`src/rtl/uart_pkg.sv`:
```
// uart_pkg: shared definitions for the oversampling UART receiver.
//   - uart_state_e   : receiver FSM state encoding
//   - OVERSAMPLE_DEF : default oversample ticks per bit
//   - VOTE_TICK_*    : tick numbers (1-based within a bit) sampled for the 2-of-3 vote
//   - DATA_BITS, FRAME_BITS_* : frame geometry with and without the parity bit
//   - maj3()         : 2-of-3 majority helper
package uart_pkg;

  typedef enum logic [2:0] {
    ST_IDLE   = 3'd0,
    ST_START  = 3'd1,
    ST_DATA   = 3'd2,
    ST_PARITY = 3'd3,
    ST_STOP   = 3'd4
  } uart_state_e;

  localparam int OVERSAMPLE_DEF   = 16;
  localparam int VOTE_TICK_A      = 7;
  localparam int VOTE_TICK_B      = 8;
  localparam int VOTE_TICK_C      = 9;
  localparam int DATA_BITS        = 8;
  localparam int FRAME_BITS_PAR   = 11;
  localparam int FRAME_BITS_NOPAR = 10;

  function automatic logic maj3(input logic a, input logic b, input logic c);
    return (a & b) | (a & c) | (b & c);
  endfunction

endpackage

```
`src/rtl/uart_ovs_tick.sv`:
```
// uart_ovs_tick: oversample tick generator.
//   clk_i     : clock
//   rst_ni    : asynchronous active-low reset
//   restart_i : clears the divider so the next tick lands OVS_DIV cycles later
//   tick_o    : one-cycle pulse every OVS_DIV cycles
module uart_ovs_tick #(
  parameter int OVS_DIV = 814
) (
  input  logic clk_i,
  input  logic rst_ni,
  input  logic restart_i,
  output logic tick_o
);

  localparam int CW = (OVS_DIV > 1) ? $clog2(OVS_DIV) : 1;
  localparam logic [CW-1:0] CNT_MAX = CW'(OVS_DIV - 1);

  logic [CW-1:0] cnt_q, cnt_d;

  always_comb begin
    cnt_d = cnt_q + 1'b1;
    if (restart_i || (cnt_q == CNT_MAX)) cnt_d = '0;
  end

  always_ff @(posedge clk_i or negedge rst_ni) begin
    if (!rst_ni) cnt_q <= '0;
    else         cnt_q <= cnt_d;
  end

  assign tick_o = (cnt_q == CNT_MAX);

endmodule

```
`src/rtl/uart_rx_ovs.sv`:
```
// uart_rx_ovs: oversampling UART receiver (start, 8 data LSB first,
// optional even parity, stop), 2-of-3 majority vote per bit.
// Build option: define UART_RX_PARITY_EN for the 11-bit frame with parity;
// undefined gives a 10-bit frame and check_parity tied to 1.
// Ports:
//   CLOCK_125_p  : clock
//   rst          : asynchronous active-low reset
//   Rx           : serial line, idle high, asynchronous
//   rx_ready     : consumer accepts the byte
//   rx_data      : received byte
//   rx_valid     : rx_data holds an unconsumed byte
//   check_parity : 1 = no parity error on the current byte
//   frame_err    : stop bit sampled low on the current byte
//   overrun      : sticky, a completed byte was dropped
//   dbg_state    : current FSM state
// Handshake: a byte transfers on every clock edge where rx_valid && rx_ready;
// rx_valid then drops unless a new byte completes in that same cycle, in
// which case the new byte loads and rx_valid stays high. A byte completing
// while rx_valid=1 and rx_ready=0 is dropped and sets overrun.
module uart_rx_ovs
  import uart_pkg::*;
#(
  parameter int OVS_DIV    = 814,
  parameter int OVERSAMPLE = OVERSAMPLE_DEF
) (
  input  logic        CLOCK_125_p,
  input  logic        rst,
  input  logic        Rx,
  input  logic        rx_ready,
  output logic [7:0]  rx_data,
  output logic        rx_valid,
  output logic        check_parity,
  output logic        frame_err,
  output logic        overrun,
  output uart_state_e dbg_state
);

  localparam int TW = $clog2(OVERSAMPLE + 1);
  localparam logic [TW-1:0] T_A   = TW'(VOTE_TICK_A);
  localparam logic [TW-1:0] T_B   = TW'(VOTE_TICK_B);
  localparam logic [TW-1:0] T_C   = TW'(VOTE_TICK_C);
  localparam logic [TW-1:0] T_END = TW'(OVERSAMPLE);

  logic rx_meta_q, rx_sync_q, rx_prev_q;

  uart_state_e   state_q, state_d;
  logic [TW-1:0] tick_cnt_q, tick_cnt_d, tick_num;
  logic [2:0]    bit_cnt_q, bit_cnt_d;
  logic [7:0]    shift_q, shift_d;
  logic          samp_a_q, samp_a_d, samp_b_q, samp_b_d;

  logic [7:0] data_q, data_d;
  logic       valid_q, valid_d, ferr_q, ferr_d, ovr_q, ovr_d;

  logic tick, restart, done, vote, vote_now, bit_end;

`ifdef UART_RX_PARITY_EN
  logic par_q, par_d, chk_q, chk_d;
`endif

  uart_ovs_tick #(.OVS_DIV(OVS_DIV)) u_tick (
    .clk_i     (CLOCK_125_p),
    .rst_ni    (rst),
    .restart_i (restart),
    .tick_o    (tick)
  );

  // Ticks are numbered 1..OVERSAMPLE within a bit; tick_cnt_q holds how many
  // have elapsed, so the tick being consumed now is tick_cnt_q + 1.
  always_comb begin
    state_d    = state_q;
    tick_cnt_d = tick_cnt_q;
    bit_cnt_d  = bit_cnt_q;
    shift_d    = shift_q;
    samp_a_d   = samp_a_q;
    samp_b_d   = samp_b_q;
    restart    = 1'b0;
    done       = 1'b0;
`ifdef UART_RX_PARITY_EN
    par_d      = par_q;
`endif
    tick_num = tick_cnt_q + 1'b1;
    vote     = maj3(samp_a_q, samp_b_q, rx_sync_q);
    vote_now = tick && (tick_num == T_C);
    bit_end  = tick && (tick_num == T_END);

    if (tick) begin
      tick_cnt_d = bit_end ? '0 : tick_num;
      if (tick_num == T_A) samp_a_d = rx_sync_q;
      if (tick_num == T_B) samp_b_d = rx_sync_q;
    end

    case (state_q)
      ST_IDLE: begin
        tick_cnt_d = '0;
        bit_cnt_d  = '0;
`ifdef UART_RX_PARITY_EN
        par_d      = 1'b0;
`endif
        // Only a real falling edge starts a frame; a line stuck low never does.
        if (rx_prev_q && !rx_sync_q) begin
          state_d = ST_START;
          restart = 1'b1;
        end
      end
      ST_START: begin
        if (vote_now && vote) state_d = ST_IDLE;  // false start
        else if (bit_end)     state_d = ST_DATA;
      end
      ST_DATA: begin
        if (vote_now) begin
          shift_d = {vote, shift_q[7:1]};
`ifdef UART_RX_PARITY_EN
          par_d   = par_q ^ vote;
`endif
        end
        if (bit_end) begin
          bit_cnt_d = bit_cnt_q + 3'd1;
          if (bit_cnt_q == 3'd7) begin
`ifdef UART_RX_PARITY_EN
            state_d = ST_PARITY;
`else
            state_d = ST_STOP;
`endif
          end
        end
      end
`ifdef UART_RX_PARITY_EN
      ST_PARITY: begin
        if (vote_now) par_d = par_q ^ vote;
        if (bit_end)  state_d = ST_STOP;
      end
`endif
      ST_STOP: begin
        // Leave at the stop-bit vote so a back-to-back start edge is not missed.
        if (vote_now) begin
          done    = 1'b1;
          state_d = ST_IDLE;
        end
      end
      default: state_d = ST_IDLE;
    endcase
  end

  always_comb begin
    data_d  = data_q;
    valid_d = valid_q;
    ferr_d  = ferr_q;
    ovr_d   = ovr_q;
`ifdef UART_RX_PARITY_EN
    chk_d   = chk_q;
`endif
    if (valid_q && rx_ready) valid_d = 1'b0;
    if (done) begin
      if (!valid_q || rx_ready) begin
        data_d  = shift_q;
        ferr_d  = ~vote;
        valid_d = 1'b1;
`ifdef UART_RX_PARITY_EN
        chk_d   = ~par_q;
`endif
      end else begin
        ovr_d = 1'b1;
      end
    end
  end

  always_ff @(posedge CLOCK_125_p or negedge rst) begin
    if (!rst) begin
      rx_meta_q  <= 1'b1;
      rx_sync_q  <= 1'b1;
      rx_prev_q  <= 1'b1;
      state_q    <= ST_IDLE;
      tick_cnt_q <= '0;
      bit_cnt_q  <= '0;
      shift_q    <= '0;
      samp_a_q   <= 1'b1;
      samp_b_q   <= 1'b1;
      data_q     <= '0;
      valid_q    <= 1'b0;
      ferr_q     <= 1'b0;
      ovr_q      <= 1'b0;
`ifdef UART_RX_PARITY_EN
      par_q      <= 1'b0;
      chk_q      <= 1'b1;
`endif
    end else begin
      rx_meta_q  <= Rx;
      rx_sync_q  <= rx_meta_q;
      rx_prev_q  <= rx_sync_q;
      state_q    <= state_d;
      tick_cnt_q <= tick_cnt_d;
      bit_cnt_q  <= bit_cnt_d;
      shift_q    <= shift_d;
      samp_a_q   <= samp_a_d;
      samp_b_q   <= samp_b_d;
      data_q     <= data_d;
      valid_q    <= valid_d;
      ferr_q     <= ferr_d;
      ovr_q      <= ovr_d;
`ifdef UART_RX_PARITY_EN
      par_q      <= par_d;
      chk_q      <= chk_d;
`endif
    end
  end

  assign rx_data   = data_q;
  assign rx_valid  = valid_q;
  assign frame_err = ferr_q;
  assign overrun   = ovr_q;
  assign dbg_state = state_q;
`ifdef UART_RX_PARITY_EN
  assign check_parity = chk_q;
`else
  assign check_parity = 1'b1;
`endif

endmodule

```
`config.mk`:
```
export PLATFORM = sky130hd
export DESIGN_NAME = uart_rx_ovs
export DESIGN_NICKNAME = d
export VERILOG_FILES = /design/src/rtl/uart_pkg.sv /design/src/rtl/uart_ovs_tick.sv /design/src/rtl/uart_rx_ovs.sv
export SDC_FILE = /design/constraint.sdc
export NUM_CORES = 1
export LEC_CHECK = 0
export CAP_MARGIN = 10
export CORE_UTILIZATION = 50
export CTS_BUF_LIST = sky130_fd_sc_hd__clkbuf_8 sky130_fd_sc_hd__clkbuf_16
export CTS_CLUSTER_SIZE = 10
export DETAILED_ROUTE_END_ITERATION = 8
export PLACE_DENSITY = 0.75
export SYNTH_ARGS = -nofsm -noshare
export SYNTH_HDL_FRONTEND = slang
export SYNTH_SLANG_ARGS = --single-unit
```
`constraint.sdc`:
```
create_clock -name CLOCK_125_p -period 5.2 [get_ports CLOCK_125_p]
set_input_delay 1.04 -clock CLOCK_125_p [delete_from_list [all_inputs] [get_ports CLOCK_125_p]]
set_output_delay 1.04 -clock CLOCK_125_p [all_outputs]
set_load 0.02 [all_outputs]
```
==> flow_metrics.env <==
export IMPL_p_leak_nw=1.08
export IMPL_cpLargestDelayFamily="buffers and inverters"
export IMPL_fillers=333
export IMPL_rsz0062_at_grt="false"
export IMPL_fmax_mhz=394
export IMPL_grt_pass1_wl_um=6090
export IMPL_cts_hold_buf=0
export IMPL_hold_class="flip-flop to flip-flop"
export IMPL_ys_seq_area_share_pct=53.1
export IMPL_synthTopCellsByArea="dfrtp_1 (47%), mux2_2 (9.5%), dfstp_2 (6.2%)"
export IMPL_routed_wl_um=3690
export IMPL_drt_iter0_markers=33
export IMPL_final_hold_viol_count=0
export IMPL_multi_input_area_um2=941
export IMPL_cp_slowest_stage_delay_ns=0.67
export IMPL_dieArea_um2=4530
export IMPL_synthDistinctLibCells=44
export IMPL_cts_path_max_buffers=2
export IMPL_io_pins=19
export IMPL_synth_top_cell_area_share_pct=46.9
export IMPL_final_min_clock_period_ns=2.54
export IMPL_track_usage_pct=18.0
export IMPL_wire_per_inst_um=14.7
export IMPL_nets=213
export IMPL_seq_area_um2=1130
export IMPL_drv_slew=0
export IMPL_h_tree_depth=2
export IMPL_rows=23
export IMPL_maxCapViolCount=0
export IMPL_final_common_cell="dfrtp_1"
export IMPL_cts_tree="yes"
export IMPL_first_pass_iters=4
export IMPL_clock_latency_ns=0.30
export IMPL_powerDensity_nw_per_um2=285
export IMPL_grt_pass1_vias=1306
export IMPL_gp_congestion=0.771
export IMPL_synth_cells=182
export IMPL_cts_root_buf="clkbuf_8"
export IMPL_crit_buf_inv=1
export IMPL_antenna_found_initial=0
export IMPL_ys_flop_type="dfrtp_1"
export IMPL_async_reset_ff_share_pct=100
export IMPL_overflow=0
export IMPL_start_kind="flip-flop"
export IMPL_viasPerCell=5.35
export IMPL_yosysTopAreaCell="dfrtp_1"
export IMPL_setup_violations=0
export IMPL_critPathMaxFanout=11
export IMPL_critPathRequiredTime_ns=4.16
export IMPL_dp_hpwl_um=2590
export IMPL_initial_utilization_pct=52.5
export IMPL_fin_crit_sh_pct=48.8
export IMPL_skew_ns=0.0101
export IMPL_area_growth_pct=13.3
export IMPL_crit_chain="clkdlybuf4s50_1"
export IMPL_core_um2=4060
export IMPL_drive_gt1_share_pct=19.8
export IMPL_vias=1348
export IMPL_end_kind="output pin"
export IMPL_die_y_um=67.3
export IMPL_cts_made_buffers=5
export IMPL_synth_edf_count=0
export IMPL_tns_ns=0
export IMPL_ant_nets=0
export IMPL_tightest_slew_ns=0.991
export IMPL_yosys_warnings=0
export IMPL_die_width_um=67.3
export IMPL_ys_seq_elements=45
export IMPL_numPortBuffers=17
export IMPL_syn_cell_area_um2=2130
export IMPL_grt_max_degree=46
export IMPL_outcome="complete, no violations"
export IMPL_cts_resized=0
export IMPL_ir_worst_vdd_mv=0.266
export IMPL_cts_num_sinks=45
export IMPL_n_antenna_cell=0
export IMPL_relSlewSlack_pct=33.9
export IMPL_critical_path_class="flip-flop to output pin"
export IMPL_avgSynthCellArea_um2=11.7
export IMPL_cts_setup_buffers=0
export IMPL_power_w=0.000689
export IMPL_critPathArrivalTime_ns=1.50
export IMPL_post_route_drc_count=0
export IMPL_synthesis_nets=194
export IMPL_final_cell_mix="dfrtp_1 (40), nor2_1 (18), mux2_2 (18)"
export IMPL_crit_path_top_delay_cell="clkdlybuf4s50_1"
export IMPL_path_clk_slew_ns=0.09
## metal layers
| layer | share of wire (%) | vias up | GRT usage, % | wire [um] |
|---|---|---|---|---|
| met1 | 46 | 658 | 24.3 | 1710 |
| met2 | 51 | 25 | 28.9 | 1870 |
| met3 | 3.1 | 2 | 4.56 | 113 |
| met4 | 0.16 | 0 | 4.79 | 6 |
| met5 | 0 | - | 0 | 0 |
| li1 | - | 663 | - | - |
## cell families (layout without fill, tap and decap cells)
kind of cell	count (synthesis)	count (layout)	synth area share, %
and+or+nand+nor	64	64	17.0
DFF	45	45	53.1
muxes	20	20	10.4
AOI/OAI and AO/OA	19	19	6.10
xor gates and xnor gates	12	12	5.28
buffers and inverters	12	32	2.76
adders and majority gates	9	9	5.16
other	1	1	0.176
## cell usage after synthesis, types with 4 or more instances
master / number
mux2_2: 18
a21oi_1: 5
ha_1: 8
xnor2_1: 8
dfrtp_1: 40
nor2_1: 18
inv_1: 7
dfstp_2: 5
nand2_1: 16
o21ai_0: 4
nand3_1: 5
## registers in the layout (all words and copies together), names as in the netlist
register,cells
overrun,1
rx_prev_q,1
samp_a_q,1
bit_cnt_q,3
rx_sync_q,1
frame_err,1
samp_b_q,1
dbg_state,3
tick_cnt_q,5
shift_q,8
rx_meta_q,1
rx_valid,1
rx_data,8
u_tick.cnt_q,10
## through the flow
step                util [%]  cell area (um2)  std cells  hold WS (ns)  setup slack [ns]
detailed placement      57.4             2330        244         0.352              2.61
CTS                     59.5             2410        252         0.364              2.65
finish                  59.5             2410        252         0.362              2.66
floorplan                  -             2130        182         0.345              3.11
global placement        57.4             2330        244         0.346              2.69
global route            59.5             2410        252         0.369              2.58
## path summary, 6_finish.rpt
check / slack [ns] / cells after the start / from / to
max: 2.66 / 1 / dbg_state[1]$_DFFE_PN0P_ / dbg_state[1]
min: 0.36 / 0 / rx_meta_q$_DFF_PN1_ / rx_sync_q$_DFF_PN1_
min in group asynchronous: 0.90 / 1 / rst / bit_cnt_q[0]$_DFFE_PN0P_
max in group asynchronous: 3.68 / 1 / rst / u_tick.cnt_q[8]$_DFF_PN0_
min reg2reg: 0.36 / 0 / rx_meta_q$_DFF_PN1_ / rx_sync_q$_DFF_PN1_
max reg2reg: 2.76 / 6 / tick_cnt_q[1]$_DFFE_PN0P_ / rx_data[4]$_DFFE_PN0P_
## cell type report
| class | count | share of cell area, % |
|---|---|---|
| tap | 50 | 2.59 |
| multi-input combinational | 125 | 39.0 |
| inverter | 7 | 1.09 |
| clock inverter | 3 | 0.777 |
| timing repair buffer | 17 | 6.84 |
| sequential | 45 | 46.9 |
| clock buffer | 5 | 2.85 |
## power by group
| group | total, W | leakage, nW | switching [W] | internal [W] |
|---|---|---|---|---|
| clock network | 0.000210 | 0.0416 | 0.000117 | 0.0000927 |
| registers | 0.000405 | 0.592 | 0.0000290 | 0.000376 |
| logic | 0.0000744 | 0.446 | 0.0000428 | 0.0000316 |
(Power assumes the default switching activity.)
